**src/rtl/multicycle_control.sv**
```systemverilog
// multicycle_control: Moore control FSM for the 32-bit multicycle MIPS core.
// Sequences fetch/decode/execute/memory/write-back over a shared datapath and
// drives every datapath select and strobe, plus the gated PC enable.
// Optional feature macro: ARITH_OVF_TRAP_EN (signed-overflow trap on add/sub/addi).
module multicycle_control #(
   parameter int N = 32
) (
   input  logic       clk,
   input  logic       rst,
   input  logic [5:0] opcode,
   input  logic [5:0] funct,
   input  logic       ALUZero,
   input  logic       ALUOverflow,
   output logic       PCEn,
   output logic       IorD,
   output logic       MemRead,
   output logic       MemWrite,
   output logic       MemToReg,
   output logic       IRWrite,
   output logic       RegWrite,
   output logic       RegDst,
   output logic       ALUSrcA,
   output logic       Branch,
   output logic       BranchNe,
   output logic [1:0] PCSource,
   output logic [1:0] ALUSrcB,
   output logic [3:0] ALUControl,
   output logic       illegal,
   output logic       ovf_trap,
   output logic [3:0] state
);

   localparam logic [3:0] S_FETCH  = 4'd0,  S_DECODE = 4'd1,  S_MEMADR = 4'd2,
                          S_MEMRD  = 4'd3,  S_MEMWB  = 4'd4,  S_MEMWR  = 4'd5,
                          S_EXEC   = 4'd6,  S_ALUWB  = 4'd7,  S_BRANCH = 4'd8,
                          S_ADDIEX = 4'd9,  S_ADDIWB = 4'd10, S_JUMP   = 4'd11;

   localparam logic [5:0] OP_RTYPE = 6'b000000, OP_LW  = 6'b100011, OP_SW  = 6'b101011,
                          OP_BEQ   = 6'b000100, OP_BNE = 6'b000101, OP_ADDI = 6'b001000,
                          OP_J     = 6'b000010;

   localparam logic [5:0] FN_ADD = 6'b100000, FN_SUB = 6'b100010, FN_AND = 6'b100100,
                          FN_OR  = 6'b100101, FN_SLT = 6'b101010, FN_NOR = 6'b100111;

   localparam logic [3:0] ALU_AND = 4'b0000, ALU_OR  = 4'b0001, ALU_ADD = 4'b0010,
                          ALU_SUB = 4'b0110, ALU_SLT = 4'b0111, ALU_NOR = 4'b1100;

   // Width parameter is informational; tie it off so it stays referenced.
   logic [N-1:0] unused_width_s;
   assign unused_width_s = {N{1'b0}};

   logic [3:0] state_q, state_d;
   // Instruction class remembered from DECODE, since opcode is only read there.
   logic       sw_q, sw_d;
   logic       bne_q, bne_d;
   logic       r_legal_s, legal_s, trap_s, pc_write_s;
   logic       mem_read_s, mem_write_s, ir_write_s, reg_write_s, illegal_s;

   // Classify funct for R-type legality.
   always_comb begin
      case (funct)
         FN_ADD, FN_SUB, FN_AND, FN_OR, FN_SLT, FN_NOR: r_legal_s = 1'b1;
         default:                                       r_legal_s = 1'b0;
      endcase
   end

   // Classify opcode for overall instruction legality.
   always_comb begin
      case (opcode)
         OP_RTYPE:                                     legal_s = r_legal_s;
         OP_LW, OP_SW, OP_BEQ, OP_BNE, OP_ADDI, OP_J:  legal_s = 1'b1;
         default:                                      legal_s = 1'b0;
      endcase
   end

   // Next-state logic; unreachable encodings fall back to FETCH.
   always_comb begin
      state_d = S_FETCH;
      sw_d    = sw_q;
      bne_d   = bne_q;
      case (state_q)
         S_FETCH:  state_d = S_DECODE;
         S_DECODE: begin
            sw_d  = (opcode == OP_SW);
            bne_d = (opcode == OP_BNE);
            case (opcode)
               OP_LW, OP_SW:   state_d = S_MEMADR;
               OP_RTYPE:       state_d = r_legal_s ? S_EXEC : S_FETCH;
               OP_BEQ, OP_BNE: state_d = S_BRANCH;
               OP_ADDI:        state_d = S_ADDIEX;
               OP_J:           state_d = S_JUMP;
               default:        state_d = S_FETCH;
            endcase
         end
         S_MEMADR: state_d = sw_q ? S_MEMWR : S_MEMRD;
         S_MEMRD:  state_d = S_MEMWB;
         S_EXEC:   state_d = S_ALUWB;
         S_ADDIEX: state_d = S_ADDIWB;
         default:  state_d = S_FETCH;
      endcase
   end

   // State and instruction-class registers with synchronous active-low reset.
   always_ff @(posedge clk) begin
      if (!rst) begin
         state_q <= S_FETCH;
         sw_q    <= 1'b0;
         bne_q   <= 1'b0;
      end else begin
         state_q <= state_d;
         sw_q    <= sw_d;
         bne_q   <= bne_d;
      end
   end

`ifdef ARITH_OVF_TRAP_EN
   logic ovf_q, ovf_d;
   // Set when the executing op is one that may trap (add/sub/addi).
   logic arith_q, arith_d;

   // Capture overflow at the end of EXEC/ADDIEX, clear it in FETCH.
   always_comb begin
      ovf_d   = ovf_q;
      arith_d = arith_q;
      case (state_q)
         S_FETCH:  ovf_d = 1'b0;
         S_EXEC: begin
            ovf_d   = ALUOverflow;
            arith_d = (funct == FN_ADD) || (funct == FN_SUB);
         end
         S_ADDIEX: begin
            ovf_d   = ALUOverflow;
            arith_d = 1'b1;
         end
         default:  ovf_d = ovf_q;
      endcase
   end

   // Overflow flag register.
   always_ff @(posedge clk) begin
      if (!rst) begin
         ovf_q   <= 1'b0;
         arith_q <= 1'b0;
      end else begin
         ovf_q   <= ovf_d;
         arith_q <= arith_d;
      end
   end

   assign trap_s = ovf_q && arith_q && ((state_q == S_ALUWB) || (state_q == S_ADDIWB));
`else
   // Overflow is ignored in this build.
   logic unused_ovf_s;
   assign unused_ovf_s = ALUOverflow;
   assign trap_s       = 1'b0;
`endif

   // Moore output decode from the registered state.
   always_comb begin
      pc_write_s  = 1'b0;
      IorD        = 1'b0;
      mem_read_s  = 1'b0;
      mem_write_s = 1'b0;
      MemToReg    = 1'b0;
      ir_write_s  = 1'b0;
      reg_write_s = 1'b0;
      RegDst      = 1'b0;
      ALUSrcA     = 1'b0;
      Branch      = 1'b0;
      BranchNe    = 1'b0;
      PCSource    = 2'd0;
      ALUSrcB     = 2'd0;
      ALUControl  = ALU_ADD;
      illegal_s   = 1'b0;
      case (state_q)
         S_FETCH: begin
            mem_read_s = 1'b1;
            ir_write_s = 1'b1;
            ALUSrcB    = 2'd1;
            pc_write_s = 1'b1;
         end
         S_DECODE: begin
            ALUSrcB   = 2'd3;
            illegal_s = !legal_s;
         end
         S_MEMADR: begin
            ALUSrcA = 1'b1;
            ALUSrcB = 2'd2;
         end
         S_MEMRD: begin
            IorD       = 1'b1;
            mem_read_s = 1'b1;
         end
         S_MEMWB: begin
            MemToReg    = 1'b1;
            reg_write_s = 1'b1;
         end
         S_MEMWR: begin
            IorD        = 1'b1;
            mem_write_s = 1'b1;
         end
         S_EXEC: begin
            ALUSrcA = 1'b1;
            case (funct)
               FN_SUB:  ALUControl = ALU_SUB;
               FN_AND:  ALUControl = ALU_AND;
               FN_OR:   ALUControl = ALU_OR;
               FN_SLT:  ALUControl = ALU_SLT;
               FN_NOR:  ALUControl = ALU_NOR;
               default: ALUControl = ALU_ADD;
            endcase
         end
         S_ALUWB: begin
            RegDst      = 1'b1;
            reg_write_s = !trap_s;
         end
         S_BRANCH: begin
            ALUSrcA    = 1'b1;
            ALUControl = ALU_SUB;
            PCSource   = 2'd1;
            Branch     = !bne_q;
            BranchNe   = bne_q;
         end
         S_ADDIEX: begin
            ALUSrcA = 1'b1;
            ALUSrcB = 2'd2;
         end
         S_ADDIWB: reg_write_s = !trap_s;
         S_JUMP: begin
            PCSource   = 2'd2;
            pc_write_s = 1'b1;
         end
         default: pc_write_s = 1'b0;
      endcase
   end

   // Strobes are forced low while reset is held so an aborted instruction writes nothing.
   assign PCEn     = rst & (pc_write_s | (Branch & ALUZero) | (BranchNe & ~ALUZero));
   assign MemRead  = rst & mem_read_s;
   assign MemWrite = rst & mem_write_s;
   assign IRWrite  = rst & ir_write_s;
   assign RegWrite = rst & reg_write_s;
   assign illegal  = rst & illegal_s;
   assign ovf_trap = rst & trap_s;
   assign state    = state_q;

endmodule

```
**config.mk**
```make
export PLATFORM = sky130hd
export DESIGN_NAME = multicycle_control
export DESIGN_NICKNAME = d
export VERILOG_FILES = /design/src/rtl/multicycle_control.sv
export SDC_FILE = /design/constraint.sdc
export NUM_CORES = 1
export LEC_CHECK = 0
export ABC_AREA = 1
export BUFFER_PORTS_ARGS = -buffer_cell sky130_fd_sc_hd__buf_2
export CAP_MARGIN = 0
export CELL_PAD_IN_SITES_DETAIL_PLACEMENT = 1
export CELL_PAD_IN_SITES_GLOBAL_PLACEMENT = 1
export CORE_UTILIZATION = 28
export CTS_BUF_LIST = sky130_fd_sc_hd__clkbuf_8
export DETAILED_ROUTE_END_ITERATION = 12
export GPL_TIMING_DRIVEN = 1
export PLACE_DENSITY = 0.89
export SLEW_MARGIN = 20
export SYNTH_ARGS = -nofsm -noshare
export SYNTH_HDL_FRONTEND = slang
export SYNTH_SLANG_ARGS = --single-unit
```
**constraint.sdc**
```tcl
create_clock -name clk -period 1.6 [get_ports clk]
set_clock_uncertainty 0.15 [all_clocks]
set_input_delay 0.16 -clock clk [delete_from_list [all_inputs] [get_ports clk]]
set_output_delay 0.16 -clock clk [all_outputs]
set_load 0.02 [all_outputs]
```
==> results.json <==
{
  "clock_latency_ns": 0.23,
  "h-tree-depth": 1,
  "fin_nets": 203,
  "cp_max_fo": 5,
  "path_class": "reg -> out",
  "grt_pass1_vias": 1031,
  "clk_pin_slew_ns": 0.04,
  "irDropWorstVdd_mv": 0.461,
  "start_util_pct": 31.0,
  "cts_buffer_depth": 2,
  "syn_area_sq_um": 713,
  "synthCells": 132,
  "track_usage_pct": 22.8,
  "r2r_setup_slack_ns": 0.18,
  "syn_area_per_cell_sq_um": 5.40,
  "cts.sinks": 6,
  "ant_nets": 0,
  "core_area_sq_mm": 0.00230,
  "min_period_ns": 1.84,
  "drt-vias-per-instance": 5.29,
  "synth_compound_area_share_pct": 15.1,
  "synth_fp_nets": 148,
  "place_congestion": 0.855,
  "grt_max_degree": 9,
  "gr-total-overflow": 0,
  "rsz0062_at_grt": "true",
  "hold_end": "bne_q",
  "ys_ff_latch": 6,
  "hold_viol": 0,
  "pin_count": 41,
  "fin_ws_ns": -0.244,
  "drt_pass1_iterations": 4,
  "hold_buffers": 0,
  "antenna_found_initial": 0,
  "setup_viol_count_final": 12,
  "totalPowerFinal_uw": 629,
  "worstPathArrival_ns": 1.53,
  "place_ws_ns": 0.0411,
  "hpwl_mm": 2.20,
  "worstPathRequired_ns": 1.29,
  "cpPeakStageDelay_ns": 0.40,
  "worstPathCellList": "nor2_4 > buf_4 > nand2_1 > nand3b_1 > o21ai_2 > inv_2 > buf_6",
  "yosysSeqAreaShare_pct": 16.8,
  "power.leakage_uw": 0.000613,
  "num_rows": 17,
  "r2r_start": "state[2]",
  "period_share_pct": 115,
  "holdPathStages": 3,
  "p_per_area_mw_per_mm2": 511,
  "crit_path_end_kind": "output pin",
  "synth_fa_ha_area_share_pct": 0,
  "diodes": 0,
  "fmax_mhz": 542,
  "reg2reg_depth": 7,
  "violations": "setup timing",
  "final_common_cell": "buf_2",
  "die_h_um": 52.5,
  "synthXorXnorAreaFrac_pct": 0,
  "final_cell_mix": "buf_2 (26), nand2_1 (21), buf_4 (20)",
  "rr_endpoint": "state[1]",
  "drt_wl_total_mm": 3.72,
  "critPathSlowestCell": "dfxtp_4",
  "route.detailed.drc": 0,
  "yosysWarnings": 0,
  "muxShareOfSynthArea_pct": 0,
  "tritoncts": "yes",
  "die_w_um": 52.5,
  "port_buffers": 38,
  "synth_top_family_by_area": "simple AND/OR/NAND/NOR gates",
  "cts_buffers": 3,
  "grt_pass1_wl_mm": 4.58,
  "dieArea_sq_mm": 0.00275,
  "drive_gt1_share_pct": 50.5,
  "synth_cell_types": 22,
  "hold_class": "in -> reg",
  "synthSimpleGateAreaFrac_pct": 51.9,
  "drtIter0Drc": 33,
  "vias": 1131,
  "syn2layout_area_growth_pct": 72.6,
  "critPathLaunchType": "flop",
  "cts_root_buffer": "clkbuf_8",
  "min_from": "opcode[0]",
  "filler_cell_count": 309,
  "report.final.slew_viol_count": 0,
  "wl_per_cell_um": 17.4,
  "status": "finished with violations",
  "max_cap_viol_count": 0
}
==> state kept, by name, summed over array words and instances, names as in the netlist <==
register / flops
state: 4
bne_q: 1
sw_q: 1
==> kinds of logic (layout without fill, tap and decap cells) <==
logic type / after synthesis / in the layout
simple gates: 77 / 77
buf+inv: 28 / 82
compound gates: 20 / 20
flops: 6 / 6
other cells: 1 / 1
==> through the flow <==
stage	utilization (%)	area (sq um)	hold WS, ns	cells	TNS (ns)
2_1_floorplan	-	737	0.148	132	0
3_3_place_gp	42.9	985	0.292	201	0
3_5_place_dp	42.9	985	0.309	201	0
4_1_cts	48.9	1120	0.0704	209	-0.292
5_1_grt	53.6	1230	0.132	214	-2.11
6_report	53.6	1230	0.115	214	-1.55
==> synth_stat cells <==
cell type | instances | area share, %
nand2_2 | 2 | 1.8
dfxtp_1 | 6 | 17
nor3_1 | 4 | 2.8
nand3b_1 | 1 | 1.1
buf_4 | 1 | 1.1
o21ai_0 | 5 | 3.5
nor2_2 | 7 | 6.1
inv_4 | 1 | 0.88
nand2_1 | 24 | 13
conb_1 | 1 | 0.53
nor2_1 | 24 | 13
clkinv_1 | 1 | 0.53
a21oi_1 | 6 | 4.2
o21ai_1 | 3 | 2.1
nor2_4 | 2 | 3.2
nand3_1 | 9 | 6.3
nor2_8 | 1 | 2.8
inv_1 | 18 | 9.5
a31oi_1 | 4 | 3.5
inv_2 | 7 | 3.7
o22ai_1 | 2 | 1.8
nand4_1 | 3 | 2.6
==> what timing repair did <==
action	4_1_cts	5_1_grt
resized for setup	21	23
pin swaps	5	3
setup buffers	4	5
setup endpoints to repair	8	10
cloned	0	0
==> routing by layer <==
metal	vias up	wire length (um)	track usage, %
met5	-	0	0
met4	0	136	9.21
met3	15	166	3.19
met2	53	1910	44.5
met1	538	1510	23.8
li1	525	-	-
==> power breakdown <==
part | leakage, uW | internal (uW) | total [uW] | switching [uW]
combinational | 0.000534 | 81.2 | 221 | 139
clock | 0.0000269 | 166 | 247 | 80.7
sequential | 0.0000518 | 152 | 162 | 9.58
total | 0.000613 | 399 | 629 | 230
==> worst max-delay path by stage <==
stage	startpoint	to	slack, ns
final	state[3]	PCEn	-0.24
after global routing	state[0]	PCEn	-0.28
after CTS	state[2]	illegal	-0.13
after detailed placement	state[0]	illegal	0.04
after global placement	state[0]	illegal	0.08
after floorplan	state[1]	PCEn	0.01
==> critical path: cells and delay by family (launching register included) <==
family                 cells  cell delay [ns]
AO/OA/AOI/OAI              1             0.20
buffers and inverters      3             0.34
flip-flops                 1             0.40
AND/OR/NAND/NOR            3             0.36
==> layout make-up <==
type | instances | area (sq um) | area share [%]
Clock buffer | 3 | 41.3 | 3.35
Clock inverter | 1 | 3.75 | 0.305
Inverter | 27 | 114 | 9.25
Multi-Input combinational cell | 98 | 566 | 45.9
Sequential cell | 6 | 135 | 11.0
Tap cell | 28 | 35.0 | 2.85
Timing Repair Buffer | 51 | 337 | 27.3
No activity file was read; power rests on OpenSTA's default activity.
